--- config.mk ---
export PLATFORM = sky130hd
export DESIGN_NAME = fft_output_unloader
export DESIGN_NICKNAME = d
export VERILOG_FILES = /design/src/rtl/fft_pkg.sv /design/src/rtl/fft_skid_fifo.sv /design/src/rtl/fft_output_unloader.sv
export SDC_FILE = /design/constraint.sdc
export NUM_CORES = 1
export LEC_CHECK = 0
export ABC_AREA = 1
export CORE_MARGIN = 2
export CORE_UTILIZATION = 49
export DETAILED_ROUTE_END_ITERATION = 8
export PLACE_DENSITY_LB_ADDON = 0.12
export RECOVER_POWER = 50
export REMOVE_ABC_BUFFERS = 1
export SYNTH_ARGS = -nofsm -noshare
export SYNTH_HDL_FRONTEND = slang
export SYNTH_SLANG_ARGS = --single-unit
--- constraint.sdc ---
create_clock -name i_clk -period 4.05 [get_ports i_clk]
set_clock_uncertainty 0.15 [all_clocks]
set_input_delay 1.215 -clock i_clk [delete_from_list [all_inputs] [get_ports i_clk]]
set_output_delay 1.215 -clock i_clk [all_outputs]
set_load 0.02 [all_outputs]
--- src/rtl/fft_pkg.sv ---
// Shared FFT constants, index helpers and data types.
// Latency: n/a (package).
// Backpressure: n/a (package).
package fft_pkg;

    localparam int N    = 64;
    localparam int LOGN = 6;
    localparam int DW   = 16;
    localparam int AW   = LOGN - 1;

    // Last natural-order frequency index, N-1.
    localparam logic [LOGN-1:0] K_LAST = LOGN'(N - 1);

    typedef struct packed {
        logic [DW-1:0] re;
        logic [DW-1:0] im;
    } cplx_t;

    // One result beat as it travels through the unloader's output buffer.
    typedef struct packed {
        cplx_t           data;
        logic [LOGN-1:0] idx;
        logic            last;
    } unl_beat_t;

    typedef enum logic [1:0] {
        ST_IDLE  = 2'd0,
        ST_READ  = 2'd1,
        ST_DRAIN = 2'd2
    } unl_state_t;

    // Reverse the 6 index bits: natural frequency k lives at stored index bitrev6(k).
    function automatic logic [5:0] bitrev6(input logic [5:0] v);
        logic [5:0] r;
        for (int i = 0; i < 6; i++) begin
            r[i] = v[5 - i];
        end
        return r;
    endfunction

    // XOR parity of a 6-bit index; selects the bank holding that index.
    function automatic logic parity6(input logic [5:0] v);
        return ^v;
    endfunction

endpackage

--- src/rtl/fft_skid_fifo.sv ---
// Two-entry valid/ready buffer with a registered head; outputs come straight from flops.
// Latency: 1 clk from push to o_pop_vld when empty.
// Backpressure: caller must not push when full unless popping the same cycle; o_count exposes occupancy for credit logic.
module fft_skid_fifo #(
    parameter int W = 8
) (
    input  logic         i_clk,
    input  logic         i_rst,
    input  logic         i_push_vld,
    input  logic [W-1:0] i_push_dat,
    output logic         o_pop_vld,
    input  logic         i_pop_rdy,
    output logic [W-1:0] o_pop_dat,
    output logic [1:0]   o_count
);

    logic         r_hv;
    logic         r_tv;
    logic [W-1:0] r_hd;
    logic [W-1:0] r_td;
    logic         w_pop;

    assign w_pop     = r_hv & i_pop_rdy;
    assign o_pop_vld = r_hv;
    assign o_pop_dat = r_hd;
    // Tail is only ever occupied behind a valid head, so count = hv + tv.
    assign o_count   = {r_hv & r_tv, r_hv ^ r_tv};

    // Head refills from the tail first to keep order, then from the incoming beat.
    always_ff @(posedge i_clk) begin
        if (i_rst) begin
            r_hv <= 1'b0;
            r_tv <= 1'b0;
            r_hd <= '0;
            r_td <= '0;
        end else if (!r_hv || w_pop) begin
            if (r_tv) begin
                r_hd <= r_td;
                r_hv <= 1'b1;
                r_tv <= i_push_vld;
                if (i_push_vld) begin
                    r_td <= i_push_dat;
                end
            end else if (i_push_vld) begin
                r_hd <= i_push_dat;
                r_hv <= 1'b1;
            end else begin
                r_hv <= 1'b0;
            end
        end else if (i_push_vld) begin
            r_td <= i_push_dat;
            r_tv <= 1'b1;
        end
    end

endmodule

--- src/rtl/fft_output_unloader.sv ---
// Reads the 64 FFT results out of the two parity banks in natural order onto a valid/ready stream.
// Latency: first o_out_valid 3 clk after the edge sampling i_start; 1 result/clk with o_out_ready high.
// Backpressure: reads issue only while buffered + in-flight beats (after this cycle's pop) stay below 2.
module fft_output_unloader
    import fft_pkg::*;
(
    input  logic              i_clk,
    input  logic              i_rst,
    input  logic              i_start,
    output logic              o_re_b0,
    output logic [AW-1:0]     o_raddr_b0,
    input  logic [2*DW-1:0]   i_rdata_b0,
    output logic              o_re_b1,
    output logic [AW-1:0]     o_raddr_b1,
    input  logic [2*DW-1:0]   i_rdata_b1,
    output logic              o_busy,
    output logic              o_out_valid,
    input  logic              i_out_ready,
    output logic [2*DW-1:0]   o_out_data,
    output logic [LOGN-1:0]   o_out_index,
    output logic              o_out_last,
    output logic              o_done
);

    unl_state_t      r_state;
    unl_state_t      w_state_nxt;
    logic [LOGN-1:0] r_cnt;
    logic            r_arm;
    logic            r_rvld;
    logic            r_rtag;
    logic [LOGN-1:0] r_ridx;
    logic            r_done;

    logic            w_issue;
    logic            w_pop;
    logic [1:0]      w_occ;
    logic [2:0]      w_used;
    logic [LOGN-1:0] w_srev;
    logic [AW-1:0]   w_addr;
    logic            w_bank;
    unl_beat_t       w_push_beat;
    unl_beat_t       w_head_beat;

    assign w_srev = bitrev6(r_cnt);
    assign w_addr = AW'(w_srev >> 1);
    // parity(k) == parity(bitrev6(k)), so the bank can come straight from the counter.
    assign w_bank = parity6(r_cnt);

    assign w_pop  = o_out_valid & i_out_ready;
    // Slots that will be claimed once this cycle's pop retires: buffered beats plus the
    // beat returning from the banks now. A read issued now lands in the buffer next cycle.
    assign w_used = 3'(w_occ) + 3'(r_rvld) - 3'(w_pop);

    // Next-state and read-issue decode.
    always_comb begin
        w_state_nxt = r_state;
        w_issue     = 1'b0;
        case (r_state)
            ST_IDLE: begin
                if (i_start) begin
                    w_state_nxt = ST_READ;
                end
            end
            ST_READ: begin
                // r_arm holds off the first read for one cycle so the bank read ports
                // have been handed over (busy already high) before we drive them.
                w_issue = !r_arm && (w_used < 3'd2);
                if (w_issue && (r_cnt == K_LAST)) begin
                    w_state_nxt = ST_DRAIN;
                end
            end
            ST_DRAIN: begin
                if (w_pop && w_head_beat.last) begin
                    w_state_nxt = ST_IDLE;
                end
            end
            default: w_state_nxt = ST_IDLE;
        endcase
    end

    // State register.
    always_ff @(posedge i_clk) begin
        if (i_rst) begin
            r_state <= ST_IDLE;
        end else begin
            r_state <= w_state_nxt;
        end
    end

    // Read counter: cleared on an accepted start, advances per issued read, parks at N-1.
    always_ff @(posedge i_clk) begin
        if (i_rst) begin
            r_cnt <= '0;
            r_arm <= 1'b0;
        end else begin
            r_arm <= (r_state == ST_IDLE) && i_start;
            if ((r_state == ST_IDLE) && i_start) begin
                r_cnt <= '0;
            end else if (w_issue && (r_cnt != K_LAST)) begin
                r_cnt <= r_cnt + LOGN'(1);
            end
        end
    end

    // Carry bank tag and index alongside the one-cycle bank read.
    always_ff @(posedge i_clk) begin
        if (i_rst) begin
            r_rvld <= 1'b0;
            r_rtag <= 1'b0;
            r_ridx <= '0;
        end else begin
            r_rvld <= w_issue;
            r_rtag <= w_bank;
            r_ridx <= r_cnt;
        end
    end

    // Completion pulse the cycle after the final handshake.
    always_ff @(posedge i_clk) begin
        if (i_rst) begin
            r_done <= 1'b0;
        end else begin
            r_done <= (r_state == ST_DRAIN) && w_pop && w_head_beat.last;
        end
    end

    assign o_re_b0    = w_issue & ~w_bank;
    assign o_re_b1    = w_issue & w_bank;
    assign o_raddr_b0 = o_re_b0 ? w_addr : '0;
    assign o_raddr_b1 = o_re_b1 ? w_addr : '0;

    assign w_push_beat.data = r_rtag ? i_rdata_b1 : i_rdata_b0;
    assign w_push_beat.idx  = r_ridx;
    assign w_push_beat.last = (r_ridx == K_LAST);

    fft_skid_fifo #(
        .W($bits(unl_beat_t))
    ) u_skid (
        .i_clk      (i_clk),
        .i_rst      (i_rst),
        .i_push_vld (r_rvld),
        .i_push_dat (w_push_beat),
        .o_pop_vld  (o_out_valid),
        .i_pop_rdy  (i_out_ready),
        .o_pop_dat  (w_head_beat),
        .o_count    (w_occ)
    );

    assign o_out_data  = w_head_beat.data;
    assign o_out_index = w_head_beat.idx;
    assign o_out_last  = w_head_beat.last;
    assign o_busy      = (r_state != ST_IDLE);
    assign o_done      = r_done;

endmodule

==> impl_results.md, run 1 <==
- RR Startpoint: u_skid.r_tv$_SDFFE_PP0P_
- Initial antenna violation count: 0
- CTS tree: yes
- # fillers: roughly 800
- Design Area, Final: 6070 um2
- CTS Buffer Depth: 2
- Drt pass-1 iters: 4
- Slew HR: 15.1%
- Clock power frac: 31.6%
- Reg clk slew, reported paths: 0.09 ns
- Num CTS Buffers: 9
- Grt ovf: 0
- Fin. max-slew vios: 0
- Fin Setup TNS: -0.0326 ns
- Worst slack at placement: -0.958 ns
- Avg WL per Cell: 12.2 um
- Critical R2R Capture: u_skid.r_td[15]$_SDFFE_PP0P_
- Routability cong.: ~0.86
- Reg2Reg Depth: 7
- Horiz. Die Dim: around 100 um
- Req. time, crit path: 2.68 ns
- Hold_sp: r_ridx[5]$_SDFF_PP0_
- ANT nets after route: 0
- Row cnt: 35
- H-Tree Depth: 3
- Post-Synthesis Cells: about 660
- Failing checks: negative setup slack
- Total Die Area: roughly 10000 um2
- Net Sw Frac: a little over a quarter
- Power per Cell Area: 367 nW/um2
- Vias: 4438
- Crit path max fanout: 6
- Final net count: approximately 840
- Fin crit share: 100%
- Largest net degree at the start of global routing: 78
- # IOs: 122
- Worst-skew pair later-pin latency: 0.36 ns
- Outcome: finished with violations
- CORE AREA: 9110 um2
- Die Ht: roughly 100 um
- Slowest stage delay, CP: 0.28 ns
- Crit path kind: input port to output port
- Final WL: 10.7 mm
- Starting DRT DRC Count: 125
- Post-DP Area: ~5800 um2
- Psw: around 600 uW
- Flop2flop setup slack: 1.05 ns
- Critical Path, Cell by Cell: buf_8 -> nand2_4 -> inv_2 -> ha_4 -> nor2_2 -> ha_1 -> nor2_1 -> nand2_1 -> nor2_4 -> nand2_4 -> nor2_2 -> buf_6
- Gate power share: around a fifth
- Cell variety after synth: 29
- Endpoints failing hold: 0
- Tightest Pin Transition: 1.27 ns
- Fraction of layout cells with a size suffix above 1: 11.1%
- Routed vias/inst: 5.07
- Port buffer count: ~120
- Leak: 0.00253 uW
- Root buffer cell: clkbuf_8
- Fmax: 0.246 GHz
- Seq/Total Area, Yosys: 43.1%
- Antenna Cells: 0
- Vias in the first global route: between 4000 and 5000
- Hold slack: 0.320 ns
- Syn. warnings: 0
- Syn-to-layout area delta: 33.3%
- Worst EP arrival: 2.70 ns
- Internal power: 1620 uW
- Worst min path class: flip-flop to flip-flop
- Sink of the worst hold path: u_skid.r_td[6]$_SDFFE_PP0P_
- RSZ-0062 raised after global routing: yes
- Critical path endpoint category: output port
- GRT Total Usage: 21.5%
- Cell Area, Synth: 4550 um2
- Synthesis-stage register bit count: 98
- Worst VDD drop: between 0.2 and 0.25 mV
- DR DRC count: 0
- Final HPWL DP: 7.18 mm
- Startpoint Class: input port
- Clock sink count: 98
- Number of max-cap violations: 0
- Hold Crit Depth: 2
- Slowest-stage cell, CP: ha_1
- Setup ws final: -0.0110 ns
- First-pass GRT wire length: between 15 and 20 mm
- Flop pwr share: 47.4%
- Initial cell density of the core: 50.0%
- Syn_area_per_cell: 6.91 um2
- Min Tclk post-route: 4.06 ns
- Setup violators final: 6
what timing repair did:
action	CTS	global route
gates cloned	0	0
endpoints found under the hold margin	0	0
hold buffers	0	0
pin swaps	10	2
buffers inserted	1	0
resized for setup	77	20
setup endpoints to repair	12	12
routing by layer:
layer  vias up  routed length (um)  global-route usage, %
met4         0                 112                   6.74
met5         -                   0                      0
met1      2046                4670                   24.3
li1       2295                   -                      -
met2        87                5450                   40.6
met3        10                 477                   4.11
worst max-delay path, delay by kind of cell:
kind / cells / cell delay (ns)
AND/OR/NAND/NOR: 7 / 0.67
buffers and inverters: 3 / 0.26
adder cells (fa/ha/maj): 2 / 0.54
synth_stat cells, drive strengths merged:
cell type	number	area, um2
nor3	1	5.00
inv	60	225
o211ai	1	7.51
nor4	1	6.26
nand2	130	490
nor2	104	393
xnor2	2	17.5
o21ai	85	429
nand4	2	12.5
nand3	10	50.1
dfxtp	98	1960
ha	6	75.1
buf	25	170
o21bai	1	7.51
xor2	3	26.3
or2	29	181
a21oi	85	429
clkbuf	16	62.6
layout by cell type (no fill, tap or decap), types with 4 or more instances in the layout:
| master | netlist | routed |
|---|---|---|
| ha_1 | 6 | 5 |
| a21oi_1 | 84 | 84 |
| o21ai_0 | 82 | 82 |
| dfxtp_1 | 98 | 96 |
| or2_1 | 4 | 4 |
| clkbuf_8 | 0 | 11 |
| nor2_1 | 103 | 93 |
| clkdlybuf4s50_1 | 0 | 107 |
| nand3_1 | 10 | 10 |
| inv_1 | 57 | 56 |
| nor2_2 | 1 | 8 |
| buf_4 | 9 | 11 |
| buf_6 | 4 | 9 |
| nand2_1 | 129 | 127 |
| or2_2 | 25 | 25 |
| inv_2 | 3 | 4 |
power by group through the flow:
| stage | clock, uW | sequential (uW) | combinational [uW] |
|---|---|---|---|
| floorplan | 0 | 1120 | 189 |
| global placement | 0 | 1070 | 444 |
| detailed placement | 0 | 1080 | 455 |
| CTS | 723 | 1050 | 462 |
| global route | 757 | 1060 | 513 |
| finish | 704 | 1050 | 466 |
kinds of logic (layout without fill, tap and decap cells):
group                    Yosys count  count (layout)  share of synthesized area (%)
flip-flops                        98              98                           43.1
adder cells (fa/ha/maj)            6               6                           1.65
XOR/XNOR                           5               5                          0.963
AO/OA/AOI/OAI                    172             172                           19.2
buffers and inverters            101             207                           10.1
AND/OR/NAND/NOR                  277             277                           25.0
layout make-up:
class | instances | area, um2 | share of cell area (%)
Timing Repair Buffer | 132 | 1290 | 21.3
Tap cell | 111 | 139 | 2.29
Multi-Input combinational cell | 460 | 2220 | 36.6
Clock buffer | 11 | 151 | 2.50
Clock inverter | 4 | 75.1 | 1.24
Inverter | 60 | 225 | 3.71
Sequential cell | 98 | 1960 | 32.4
sequential cells by signal (all words and copies together), names as in the netlist:
name	flops
u_skid.r_td	39
r_arm	1
r_cnt	6
r_ridx	6
u_skid.r_tv	1
u_skid.o_pop_vld	1
r_state	2
r_rtag	1
r_rvld	1
o_done	1
u_skid.o_pop_dat	39
worst max-delay path by stage:
stage                        startpoint  slack [ns]       endpoint  cells past startpoint
2_1_floorplan  u_skid.r_tv$_SDFFE_PP0P_       -0.56  o_raddr_b0[0]                     10
3_3_place_gp                i_out_ready       -0.93  o_raddr_b0[0]                     12
3_5_place_dp                i_out_ready       -0.96  o_raddr_b0[2]                     12
4_1_cts                     i_out_ready       -0.05  o_raddr_b0[0]                     12
5_1_grt                     i_out_ready       -0.09  o_raddr_b0[3]                     12
6_report                    i_out_ready       -0.01  o_raddr_b0[1]                     12
stage by stage:
stage               total power (uW)  util (%)  instances
floorplan                       1310         -        618
global placement                1520      63.4        860
detailed placement              1530      63.4        860
CTS                             2240      66.1        876
global route                    2330      66.6        876
finish                          2220      66.6        876
Note: power is estimated with default switching activity, not from simulation.
==> inputs of run 2 (changes only) <==
--- a/config.mk
+++ b/config.mk
@@ -6,12 +6,14 @@
 export NUM_CORES = 1
 export LEC_CHECK = 0
 export ABC_AREA = 1
+export ABC_CLOCK_PERIOD_IN_PS = 4050
 export CORE_MARGIN = 2
 export CORE_UTILIZATION = 49
 export DETAILED_ROUTE_END_ITERATION = 8
 export PLACE_DENSITY_LB_ADDON = 0.12
 export RECOVER_POWER = 50
 export REMOVE_ABC_BUFFERS = 1
+export SKIP_CTS_REPAIR_TIMING = 1
 export SYNTH_ARGS = -nofsm -noshare
 export SYNTH_HDL_FRONTEND = slang
 export SYNTH_SLANG_ARGS = --single-unit
==> impl_results.md, run 2 (synthesis gave the netlist of run 1 again) <==
- Reg clk slew, reported paths: 0.09 ns
- Outcome: finished with violations
- Horiz. Die Dim: 100 um
- Vias in the first global route: slightly above 4000
- Setup ws final: -0.0527 ns
- Worst VDD drop: about 0.2 mV
- CTS tree: yes
- Critical Path, Cell by Cell: buf_8 -> nand2_4 -> inv_2 -> ha_4 -> nor2_2 -> ha_1 -> nor2_1 -> nand2_1 -> nor2_4 -> nand2_4 -> nor2_4 -> buf_6
- Total Die Area: 10100 um2
- Critical path endpoint category: output port
- First-pass GRT wire length: 17.5 mm
- GRT Total Usage: between 20% and 30%
- H-Tree Depth: 3
- DR DRC count: 0
- Die Ht: 100 um
- Vias: 4438
- Final HPWL DP: 7.18 mm
- Startpoint Class: input port
- Antenna Cells: 0
- Slowest-stage cell, CP: ha_1
- Syn-to-layout area delta: 33.9%
- RR Startpoint: u_skid.r_tv$_SDFFE_PP0P_
- Worst-skew pair later-pin latency: 0.35 ns
- Post-Place Cells: 860
- ANT nets after route: 0
- Final WL: 10.7 mm
- Worst EP arrival: 2.74 ns
- Tightest Pin Transition: 1.27 ns
- Crit path kind: input port to output port
- Starting DRT DRC Count: roughly 140
- Row cnt: 35
- Port buffer count: around 120
- Leak: between 0.002 and 0.003 uW
- Worst Setup EP: o_raddr_b1[3]
- Root buffer cell: clkbuf_8
- Fraction of layout cells with a size suffix above 1: 11.1%
- Commonest non-fill, non-tap cell in the layout: nand2_1
- Initial cell density of the core: about half
- Setup violators final: 11
- Slowest stage delay, CP: 0.29 ns
- Endpoints failing hold: 0
- Slew HR: 15.4%
- Number of max-cap violations: 0
- Crit path launch: i_out_ready
- Worst min path class: flip-flop to flip-flop
- Layout Utilization: approximately 67%
- Final Total Pwr: between 2000 and 2500 uW
- Crit path max fanout: 6
- Fin crit share: 101%
- Grt ovf: 0
- Drt pass-1 iters: 4
- # IOs: 122
- Power per Cell Area: 365 nW/um2
- Fmax: ~0.24 GHz
- Final net count: 835
- Commonest non-fill, non-tap cells in the layout: nand2_1 (127), clkdlybuf4s50_1 (107), dfxtp_1 (96), nor2_1 (93), a21oi_1 (84)
- Initial antenna violation count: 0
- CORE AREA: 9110 um2
- RSZ-0062 raised after global routing: yes
- Fin. max-slew vios: 0
- Routed vias/inst: 5.07
- Failing checks: negative setup slack
- Largest net degree at the start of global routing: 78
- Reg2Reg Depth: 7
- Critical R2R Capture: u_skid.r_td[15]$_SDFFE_PP0P_
- Post-route insts no fill: 876
- Avg WL per Cell: approximately 12 um
- CTS Buffer Depth: 2
- Clock sink count: 98
- Routability cong.: between 0.8 and 0.9
- Req. time, crit path: 2.68 ns
- Flop2flop setup slack: 1.06 ns
- Min Tclk post-route: 4.10 ns
- Num CTS Buffers: 9
==> run 2: cell counts in the layout (fill, tap and decap cells not counted) <==
No cell type changed its count.
==> run 2: area by class of cell <==
type | count | area (um2)
fill | 809 | 3010
multi-input combinational | 460 | 2240
sequential | 98 | 1960
timing repair buffer | 132 | 1300
inverter | 60 | 225
clock buffer | 11 | 151
tap | 111 | 139
clock inverter | 4 | 75.1
==> run 2: worst min path at each step <==
stage | startpoint | end | slack, ns | depth (start not counted)
detailed placement | u_skid.r_td[38]$_SDFFE_PP0P_ | u_skid.r_td[38]$_SDFFE_PP0P_ | 0.31 | 2
global placement | u_skid.r_td[38]$_SDFFE_PP0P_ | u_skid.r_td[38]$_SDFFE_PP0P_ | 0.30 | 2
global route | r_ridx[0]$_SDFF_PP0_ | u_skid.r_td[1]$_SDFFE_PP0P_ | 0.35 | 2
CTS | u_skid.r_td[38]$_SDFFE_PP0P_ | u_skid.r_td[38]$_SDFFE_PP0P_ | 0.32 | 2
finish | r_ridx[5]$_SDFF_PP0_ | u_skid.r_td[6]$_SDFFE_PP0P_ | 0.32 | 2
floorplan | u_skid.r_td[15]$_SDFFE_PP0P_ | u_skid.r_td[15]$_SDFFE_PP0P_ | 0.28 | 2
==> run 2: routing by layer <==
layer	track usage [%]	part of all wire, %	vias to the layer above
met5	0	0	-
met4	6.74	1.1	0
met3	4.11	4.4	9
met2	40.4	51	92
met1	24.0	44	2043
li1	-	-	2294
==> run 2: through the flow <==
step	setup TNS, ns	cell area, um2	setup slack, ns	hold slack, ns
floorplan	-6.38	4320	-0.555	0.285
global placement	-10.59	5770	-0.928	0.300
detailed placement	-10.91	5770	-0.958	0.310
CTS	-10.96	6000	-0.961	0.324
global route	-1.38	6090	-0.134	0.351
finish	-0.396	6090	-0.0527	0.320
==> run 2: worst max-delay path: cells and delay by family <==
kind | cells | cell delay [ns]
fa+ha+maj | 2 | 0.55
simple gates | 7 | 0.73
buf+inv | 3 | 0.26
==> run 2: power by group <==
group / switching (uW) / internal, uW / leakage, uW / total, uW
sequential: 38.9 / 1010 / 0.000795 / 1050
combinational: 243 / 225 / 0.00163 / 469
clock: 325 / 378 / 0.000108 / 703
total: 607 / 1620 / 0.00253 / 2230
